==> src/rtl/dl_demux_pkg.sv <==
// dl_demux_pkg
// Shared constants, types and the select decode for the demux family.
// Contents:
//   DL_DEMUX5_NUM_CH  - number of output channels of the 5-way demux
//   DL_DEMUX5_SEL_W   - width of the channel select
//   dl_sel_to_onehot  - select to one-hot decode; an out-of-range select
//                       decodes to all zeros so callers choose the fallback
package dl_demux_pkg;

  localparam int DL_DEMUX5_NUM_CH = 5;
  localparam int DL_DEMUX5_SEL_W  = 3;

  typedef logic [DL_DEMUX5_SEL_W-1:0]  dl_demux5_sel_t;
  typedef logic [DL_DEMUX5_NUM_CH-1:0] dl_demux5_vec_t;

  function automatic dl_demux5_vec_t dl_sel_to_onehot(input dl_demux5_sel_t sel);
    dl_demux5_vec_t onehot;
    onehot = 5'b00000;
    for (int k = 0; k < DL_DEMUX5_NUM_CH; k++) begin
      if (int'(sel) == k) begin
        onehot[k] = 1'b1;
      end else begin
        onehot[k] = 1'b0;
      end
    end
    return onehot;
  endfunction

endpackage

==> src/rtl/dl_pipe_reg.sv <==
// dl_pipe_reg
// One-entry valid/ready register. Loads when empty, or when full and the
// held beat drains in the same cycle, giving full throughput.
// Ports:
//   clk, rst_n         - clock, asynchronous active-low reset
//   in_valid/in_ready  - upstream handshake (in_ready never looks at in_valid)
//   in_data            - upstream payload
//   out_valid/out_ready- downstream handshake
//   out_data           - held payload, straight from the register
module dl_pipe_reg #(
  parameter int NUM_BITS = 32
) (
  input  logic                clk,
  input  logic                rst_n,
  input  logic                in_valid,
  output logic                in_ready,
  input  logic [NUM_BITS-1:0] in_data,
  output logic                out_valid,
  input  logic                out_ready,
  output logic [NUM_BITS-1:0] out_data
);

  localparam logic [0:0] ST_EMPTY = 1'b0;
  localparam logic [0:0] ST_FULL  = 1'b1;

  logic [0:0]          state_r;
  logic [0:0]          state_s;
  logic [NUM_BITS-1:0] data_r;
  logic                load_s;

  assign in_ready  = (state_r == ST_EMPTY) || out_ready;
  assign load_s    = in_valid && in_ready;
  assign out_valid = (state_r == ST_FULL);
  assign out_data  = data_r;

  // Next occupancy: a full entry stays full if reloaded or not drained.
  always_comb begin
    state_s = state_r;
    case (state_r)
      ST_EMPTY: begin
        if (load_s) begin
          state_s = ST_FULL;
        end else begin
          state_s = ST_EMPTY;
        end
      end
      ST_FULL: begin
        if (load_s || !out_ready) begin
          state_s = ST_FULL;
        end else begin
          state_s = ST_EMPTY;
        end
      end
      default: state_s = ST_EMPTY;
    endcase
  end

  // Occupancy and payload registers; reset discards any held beat.
  always_ff @(posedge clk or negedge rst_n) begin
    if (!rst_n) begin
      state_r <= ST_EMPTY;
      data_r  <= {NUM_BITS{1'b0}};
    end else begin
      state_r <= state_s;
      if (load_s) begin
        data_r <= in_data;
      end else begin
        data_r <= data_r;
      end
    end
  end

endmodule

==> src/rtl/dl_demux5_stream.sv <==
// dl_demux5_stream
// Registered 1-to-5 valid/ready stream demultiplexer. Each accepted beat is
// steered by in_sel into one of five independent one-entry channel registers.
// Optional feature macro: DL_DEMUX5_ERR_EN
//   undefined - selects 5..7 route to channel 0 (mux default arm)
//   defined   - selects 5..7 are accepted and dropped; a sticky err flag and
//               the first offending select are kept until err_clr
// Ports:
//   clk, rst_n              - clock, asynchronous active-low reset
//   in_valid/in_ready       - input handshake; in_ready = can-load of the
//                             selected channel
//   in_sel, in_data         - destination channel and payload
//   out_valid[4:0]          - per-channel valid
//   out_ready[4:0]          - per-channel consumer ready
//   out0_data..out4_data    - per-channel payloads
//   err, err_sel, err_clr   - invalid-select capture (DL_DEMUX5_ERR_EN only)
module dl_demux5_stream
  import dl_demux_pkg::*;
#(
  parameter int NUM_BITS = 32
) (
  input  logic                        clk,
  input  logic                        rst_n,
`ifdef DL_DEMUX5_ERR_EN
  output logic                        err,
  output logic [DL_DEMUX5_SEL_W-1:0]  err_sel,
  input  logic                        err_clr,
`endif
  input  logic                        in_valid,
  output logic                        in_ready,
  input  logic [DL_DEMUX5_SEL_W-1:0]  in_sel,
  input  logic [NUM_BITS-1:0]         in_data,
  output logic [DL_DEMUX5_NUM_CH-1:0] out_valid,
  input  logic [DL_DEMUX5_NUM_CH-1:0] out_ready,
  output logic [NUM_BITS-1:0]         out0_data,
  output logic [NUM_BITS-1:0]         out1_data,
  output logic [NUM_BITS-1:0]         out2_data,
  output logic [NUM_BITS-1:0]         out3_data,
  output logic [NUM_BITS-1:0]         out4_data
);

  dl_demux5_vec_t      dec_s;
  dl_demux5_vec_t      route_s;
  dl_demux5_vec_t      ch_in_valid_s;
  dl_demux5_vec_t      ch_ready_s;
  logic [NUM_BITS-1:0] ch_data_s [DL_DEMUX5_NUM_CH];

  // Select decode; an out-of-range select either falls back to channel 0
  // or, with error capture, routes nowhere so the beat is dropped.
  always_comb begin
    dec_s = dl_sel_to_onehot(in_sel);
    if (dec_s != 5'b00000) begin
      route_s = dec_s;
    end else begin
`ifdef DL_DEMUX5_ERR_EN
      route_s = 5'b00000;
`else
      route_s = 5'b00001;
`endif
    end
    ch_in_valid_s = {DL_DEMUX5_NUM_CH{in_valid}} & route_s;
  end

  // in_ready mux: only in_sel and the channel can-load terms feed it.
  always_comb begin
    case (in_sel)
      3'd0:    in_ready = ch_ready_s[0];
      3'd1:    in_ready = ch_ready_s[1];
      3'd2:    in_ready = ch_ready_s[2];
      3'd3:    in_ready = ch_ready_s[3];
      3'd4:    in_ready = ch_ready_s[4];
`ifdef DL_DEMUX5_ERR_EN
      default: in_ready = 1'b1;
`else
      default: in_ready = ch_ready_s[0];
`endif
    endcase
  end

  for (genvar k = 0; k < DL_DEMUX5_NUM_CH; k++) begin : g_ch
    dl_pipe_reg #(
      .NUM_BITS (NUM_BITS)
    ) u_reg (
      .clk       (clk),
      .rst_n     (rst_n),
      .in_valid  (ch_in_valid_s[k]),
      .in_ready  (ch_ready_s[k]),
      .in_data   (in_data),
      .out_valid (out_valid[k]),
      .out_ready (out_ready[k]),
      .out_data  (ch_data_s[k])
    );
  end

  assign out0_data = ch_data_s[0];
  assign out1_data = ch_data_s[1];
  assign out2_data = ch_data_s[2];
  assign out3_data = ch_data_s[3];
  assign out4_data = ch_data_s[4];

`ifdef DL_DEMUX5_ERR_EN
  logic                       err_r;
  logic [DL_DEMUX5_SEL_W-1:0] err_sel_r;
  logic                       bad_beat_s;

  // An invalid beat is always accepted, so no in_ready term is needed.
  assign bad_beat_s = in_valid && (dec_s == 5'b00000);

  // Sticky capture of the first invalid select; a new invalid beat in the
  // same cycle as err_clr wins and records its own select.
  always_ff @(posedge clk or negedge rst_n) begin
    if (!rst_n) begin
      err_r     <= 1'b0;
      err_sel_r <= 3'd0;
    end else if (bad_beat_s && (!err_r || err_clr)) begin
      err_r     <= 1'b1;
      err_sel_r <= in_sel;
    end else if (err_clr) begin
      err_r     <= 1'b0;
      err_sel_r <= 3'd0;
    end else begin
      err_r     <= err_r;
      err_sel_r <= err_sel_r;
    end
  end

  assign err     = err_r;
  assign err_sel = err_sel_r;
`endif

endmodule

==> config.mk <==
export PLATFORM = sky130hd
export DESIGN_NAME = dl_demux5_stream
export DESIGN_NICKNAME = d
export VERILOG_FILES = /design/src/rtl/dl_demux_pkg.sv /design/src/rtl/dl_pipe_reg.sv /design/src/rtl/dl_demux5_stream.sv
export SDC_FILE = /design/constraint.sdc
export NUM_CORES = 1
export LEC_CHECK = 0
export BUFFER_PORTS_ARGS = -buffer_cell sky130_fd_sc_hd__buf_4
export CORE_UTILIZATION = 52
export CTS_CLUSTER_DIAMETER = 60
export DETAILED_ROUTE_END_ITERATION = 10
export PLACE_DENSITY = 0.9
export SYNTH_ARGS = -nofsm -noshare
export SYNTH_HDL_FRONTEND = slang
export SYNTH_HIERARCHICAL = 1
export SYNTH_SLANG_ARGS = --single-unit
==> constraint.sdc <==
create_clock -name clk -period 1.46 [get_ports clk]
set_clock_uncertainty 0.05 [all_clocks]
set_input_delay 0.073 -clock clk [delete_from_list [all_inputs] [get_ports clk]]
set_output_delay 0.073 -clock clk [all_outputs]
set_load 0.05 [all_outputs]
# After elaboration in Yosys (flattened, before gate mapping)
# Index checks and enable logic that the tools add are counted.
# op_classes
addsub	0
mul	0
div_mod_pow	0
order_cmp	0
n_eq_ne	8
shift	0
n_mux	22
bitwise_logic	6
n_reduce_logical	22
# ops
op	count
$mux 1	15
$eq 3x3->1 const B	4
$logic_or 1x1->1	10
$pmux 1 s2	5
$eq 3x2->1 const B	3
$and 5x5->5	1
$logic_and 1x1->1	5
$logic_not 1->1	5
$mux 5	1
$not 1->1	5
$reduce_bool 5->1	1
$pmux 1 s4	1
$eq 3x1->1 const B	1
$logic_not 3->1	1
# totals
regBits	165
latchBits	0
ramBits	0
rom_bits	0
input_bits	43
out_inout_bits	166
elab_cells	68
memories	0

# Depth between registers and ports, before layout
# depth
ltp_word	9
ltp_mapped	6
ltp_nobuf	5

# Hierarchy
# Netlist, hierarchy kept.
# modules_own_cells
mod	n_inst	cells_each	area_each_um2
dl_pipe_reg	5	71	1391.3
dl_demux5_stream	1	12	101.3

# Worst setup path before layout
# OpenSTA, ideal clock, no wires.
# synth_timing
path_kind	reg2out
startpoint	register g_ch[3].u_reg.state_r
endpoint	output port in_ready
arrival_ps	1601
required_ps	1337
slack_ps	-264
stages_incl_launch_ff	4
n_path_buf	0
path_cell_list	dfrtp_1 -> nand2b_4 -> mux4_2 -> mux2_2
# synth_between
elab_chain_cells	3
# synth_rtl
element	line_no	rtl
start, declared	dl_pipe_reg.sv:26	logic [0:0] state_r;
start signal, assigned	dl_pipe_reg.sv:64	state_r <= state_s;
$not 1->1	--	
$logic_or 1x1->1	dl_pipe_reg.sv:31	assign in_ready = (state_r == ST_EMPTY) || out_ready;
net ch_ready_s[3]	dl_demux5_stream.sv:45	dl_demux5_vec_t ch_ready_s;
$pmux 1 s4	dl_demux5_stream.sv:66	case (in_sel)
end, declared	dl_demux5_stream.sv:30	output logic in_ready,
# The timed path passes the listed nets, and every way through them passes these cells.

# Worst setup path in the final report
# Same ends and word-level chain as after synthesis.

==> impl_metrics.py <==
metrics = {
    "hold_path": {
        "hold_path_class": "primary input to flop",
    },
    "sta": {
        "hold_viol_final": 0,
        "setup_viol_count_final": 1,
        "worst_hold_slack_ns": 0.0104,
        "setup-tns-final_ns": -0.456,
        "worst_pin_slew_ns": 0.353,
        "maxSlewHeadroom_pct": 76.5,
        "rsz0062_at_grt": "true",
        "slew_violations": 0,
        "finalWorstSetupSlack_ns": -0.456,
        "fmax_mhz": 522,
        "period_share_pct": 131,
        "fin_crit_ns": 1.92,
    },
    "grt": {
        "gr-usage-met1_pct": 31.3,
        "antenna_found_initial": 0,
        "grt_pass1_wl_um": 26400,
        "grt_pass1_vias": 4640,
        "grt_max_degree": 59,
        "grt_busiest_layer": "met2",
        "grt.overflow.total": 0,
        "met3_usage_pct": 7.00,
        "grt_util_all_layers_pct": 25.0,
        "grt_util_met2_pct": 40.7,
    },
    "final_layout": {
        "final_core_util_pct": 74.4,
        "synthToLayoutAreaGrowth_pct": 39.6,
        "antenna_cells": 0,
        "drive_gt1_share_pct": 68.6,
        "fill_cells": 789,
        "nets": 682,
    },
    "route": {
        "drc_errors": 0,
        "wl_um": 16900,
        "drtAntennaViolNets": 0,
        "first_pass_iters": 4,
        "num_vias": 4183,
        "vias_per_cell": 5.05,
        "wl_per_cell_um": 20.5,
        "drtIter0Drc": 209,
    },
    "setup_path": {
        "worstSetupPathType": "flop to output port",
        "crit_required_ns": 1.34,
        "arrival_ns": 1.79,
        "crit_fanout": 2,
        "end_kind": "output port",
        "cp-start-kind": "flop",
    },
    "power": {
        "power_density_mw_per_mm2": 1840,
        "ir_drop_mv": 1.02,
        "power_w": 0.0181,
        "p_leak_nw": 5.21,
    },
    "synth": {
        "syn_inst": 367,
        "syn_nets": 410,
        "ys_types": 16,
        "netlist_top_cells_area": "dfrtp_1 (59%), mux2_4 (32%), buf_12 (4.3%)",
        "synth-seq-cells": 165,
        "syn_area_per_cell_sq_um": 19.2,
        "synth_top_area_cell": "dfrtp_1",
        "synth_warnings": 6,
        "netlist_area_sq_mm": 0.00706,
        "yosysSeqAreaShare_pct": 58.5,
        "synth_top_area_share_pct": 58.5,
    },
    "place": {
        "io_buffers": 208,
        "dp_hpwl_um": 11200,
        "gp_congestion": 0.806,
    },
    "clock_tree": {
        "cts_max_level": 4,
        "clkLatencyLatePin_ns": 0.42,
        "clkSinkCount": 165,
        "clk_pin_slew_ns": 0.07,
        "cts_buffers": 17,
        "cts_max_path_buffers": 2,
        "cts_tree": "done",
        "postCtsSetupBuffers": 0,
        "ctsRootBufferMaster": "clkbuf_16",
    },
    "floorplan": {
        "dieArea_sq_mm": 0.0140,
        "die_h_um": 119,
        "core_area_sq_mm": 0.0132,
        "start_util_pct": 53.3,
        "die_w_um": 119,
        "core.rowCount": 42,
        "pin_count": 209,
    },
    "run_status": {
        "violations": "negative setup slack",
        "status": "complete, but fails checks",
    },
    "job": {
        "drv_cap": 0,
    },
}
==> per-layer routing <==
metal	part of all wire, %	up-vias
met3	5.4	42
met2	50	164
met4	3.0	0
li1	-	1827
met1	42	2150
met5	0	-
==> state kept, by name, summed over array words and instances, names as in the netlist <==
name                  count
g_ch.u_reg/out_valid      5
g_ch.u_reg/out_data     160
==> worst paths after layout <==
| kind | start | to | slack [ns] | cells after the start |
|---|---|---|---|---|
| worst max-delay path | g_ch[3].u_reg/out_valid | in_ready | -0.46 | 4 |
| worst min-delay path | in_valid | g_ch[0].u_reg/out_valid | 0.01 | 3 |
| worst max register to register | g_ch[3].u_reg/out_valid | g_ch[3].u_reg/out_data[1] | 0.05 | 5 |
| worst min register to register | g_ch[2].u_reg/out_data[11] | g_ch[2].u_reg/out_data[11] | 0.46 | 1 |
| max in group asynchronous | rst_n | g_ch[2].u_reg/out_data[10] | 0.67 | 3 |
| min in group asynchronous | rst_n | g_ch[2].u_reg/out_data[26] | 0.06 | 2 |
==> what timing repair did <==
action | in CTS | in global routing
gates cloned | 0 | 2
resized for setup | 1 | 1
hold buffers | 33 | 0
hold endpoints to repair | 325 | 0
endpoints found under the setup margin | 1 | 8
==> report_power, final <==
part	total [W]	internal (W)	leakage (nW)	switching (W)
Sequential	0.00627	0.00558	1.97	0.000690
Clock	0.00432	0.00239	0.277	0.00193
Combinational	0.00751	0.00279	2.96	0.00472
==> through the flow <==
step                      cells  setup slack (ns)  area [sq um]
after floorplan             367           -0.0926          7070
after global placement      761           0.00300          8890
after detailed placement    761           -0.0595          8890
final                       828            -0.456          9850
after CTS                   826            -0.471          9800
after global routing        828            -0.495          9850
==> cell usage in the layout (no fill, tap or decap) <==
master / netlist / layout
dfrtp_2: 0 / 5
and2_1: 1 / 1
dfrtp_1: 165 / 160
clkbuf_16: 0 / 19
mux2_4: 150 / 151
or2b_1: 5 / 5
buf_12: 15 / 12
buf_6: 0 / 2
nand2_1: 1 / 1
xor2_1: 1 / 1
dlygate4sd3_1: 0 / 33
buf_4: 0 / 219
mux4_2: 1 / 1
nand2b_4: 5 / 5
and3_2: 1 / 1
inv_6: 0 / 5
clkinvlp_4: 0 / 2
nand2_8: 0 / 1
nand2_4: 5 / 4
bufinv_16: 0 / 1
clkinv_4: 0 / 4
and3b_2: 1 / 1
nor2b_1: 1 / 1
nor2_1: 2 / 2
clkinv_2: 0 / 2
inv_8: 0 / 1
mux2_2: 12 / 11
and3_1: 1 / 1
==> synth_stat cells, drive strengths merged <==
| cell type | instances |
|---|---|
| and2 | 1 |
| and3 | 2 |
| and3b | 1 |
| buf | 15 |
| dfrtp | 165 |
| mux2 | 162 |
| mux4 | 1 |
| nand2 | 6 |
| nand2b | 5 |
| nor2 | 2 |
| nor2b | 1 |
| or2b | 5 |
| xor2 | 1 |
==> worst max-delay path: stages (launching register included) <==
cell	delay (ns)
dfrtp_2	0.39
nand2b_4	0.06
mux4_2	0.47
mux2_4	0.29
buf_6	0.15
==> cells by family (layout without fill, tap and decap cells) <==
family | after synthesis | after routing | synth area share, %
AND/OR/NAND/NOR | 23 | 23 | 2.98
buffers and inverters | 15 | 300 | 4.25
XOR/XNOR | 1 | 1 | 0.124
flip-flops | 165 | 165 | 58.5
multiplexers | 163 | 163 | 34.1
==> layout make-up <==
cell class	count	area, sq um	share of cell area [%]
Timing Repair Buffer	268	2290	23.2
Clock inverter	15	145	1.47
Multi-Input combinational cell	187	2640	26.8
Tap cell	176	220	2.23
Clock buffer	17	425	4.32
Sequential cell	165	4140	42.0
No activity file was read; power rests on OpenSTA's default activity.
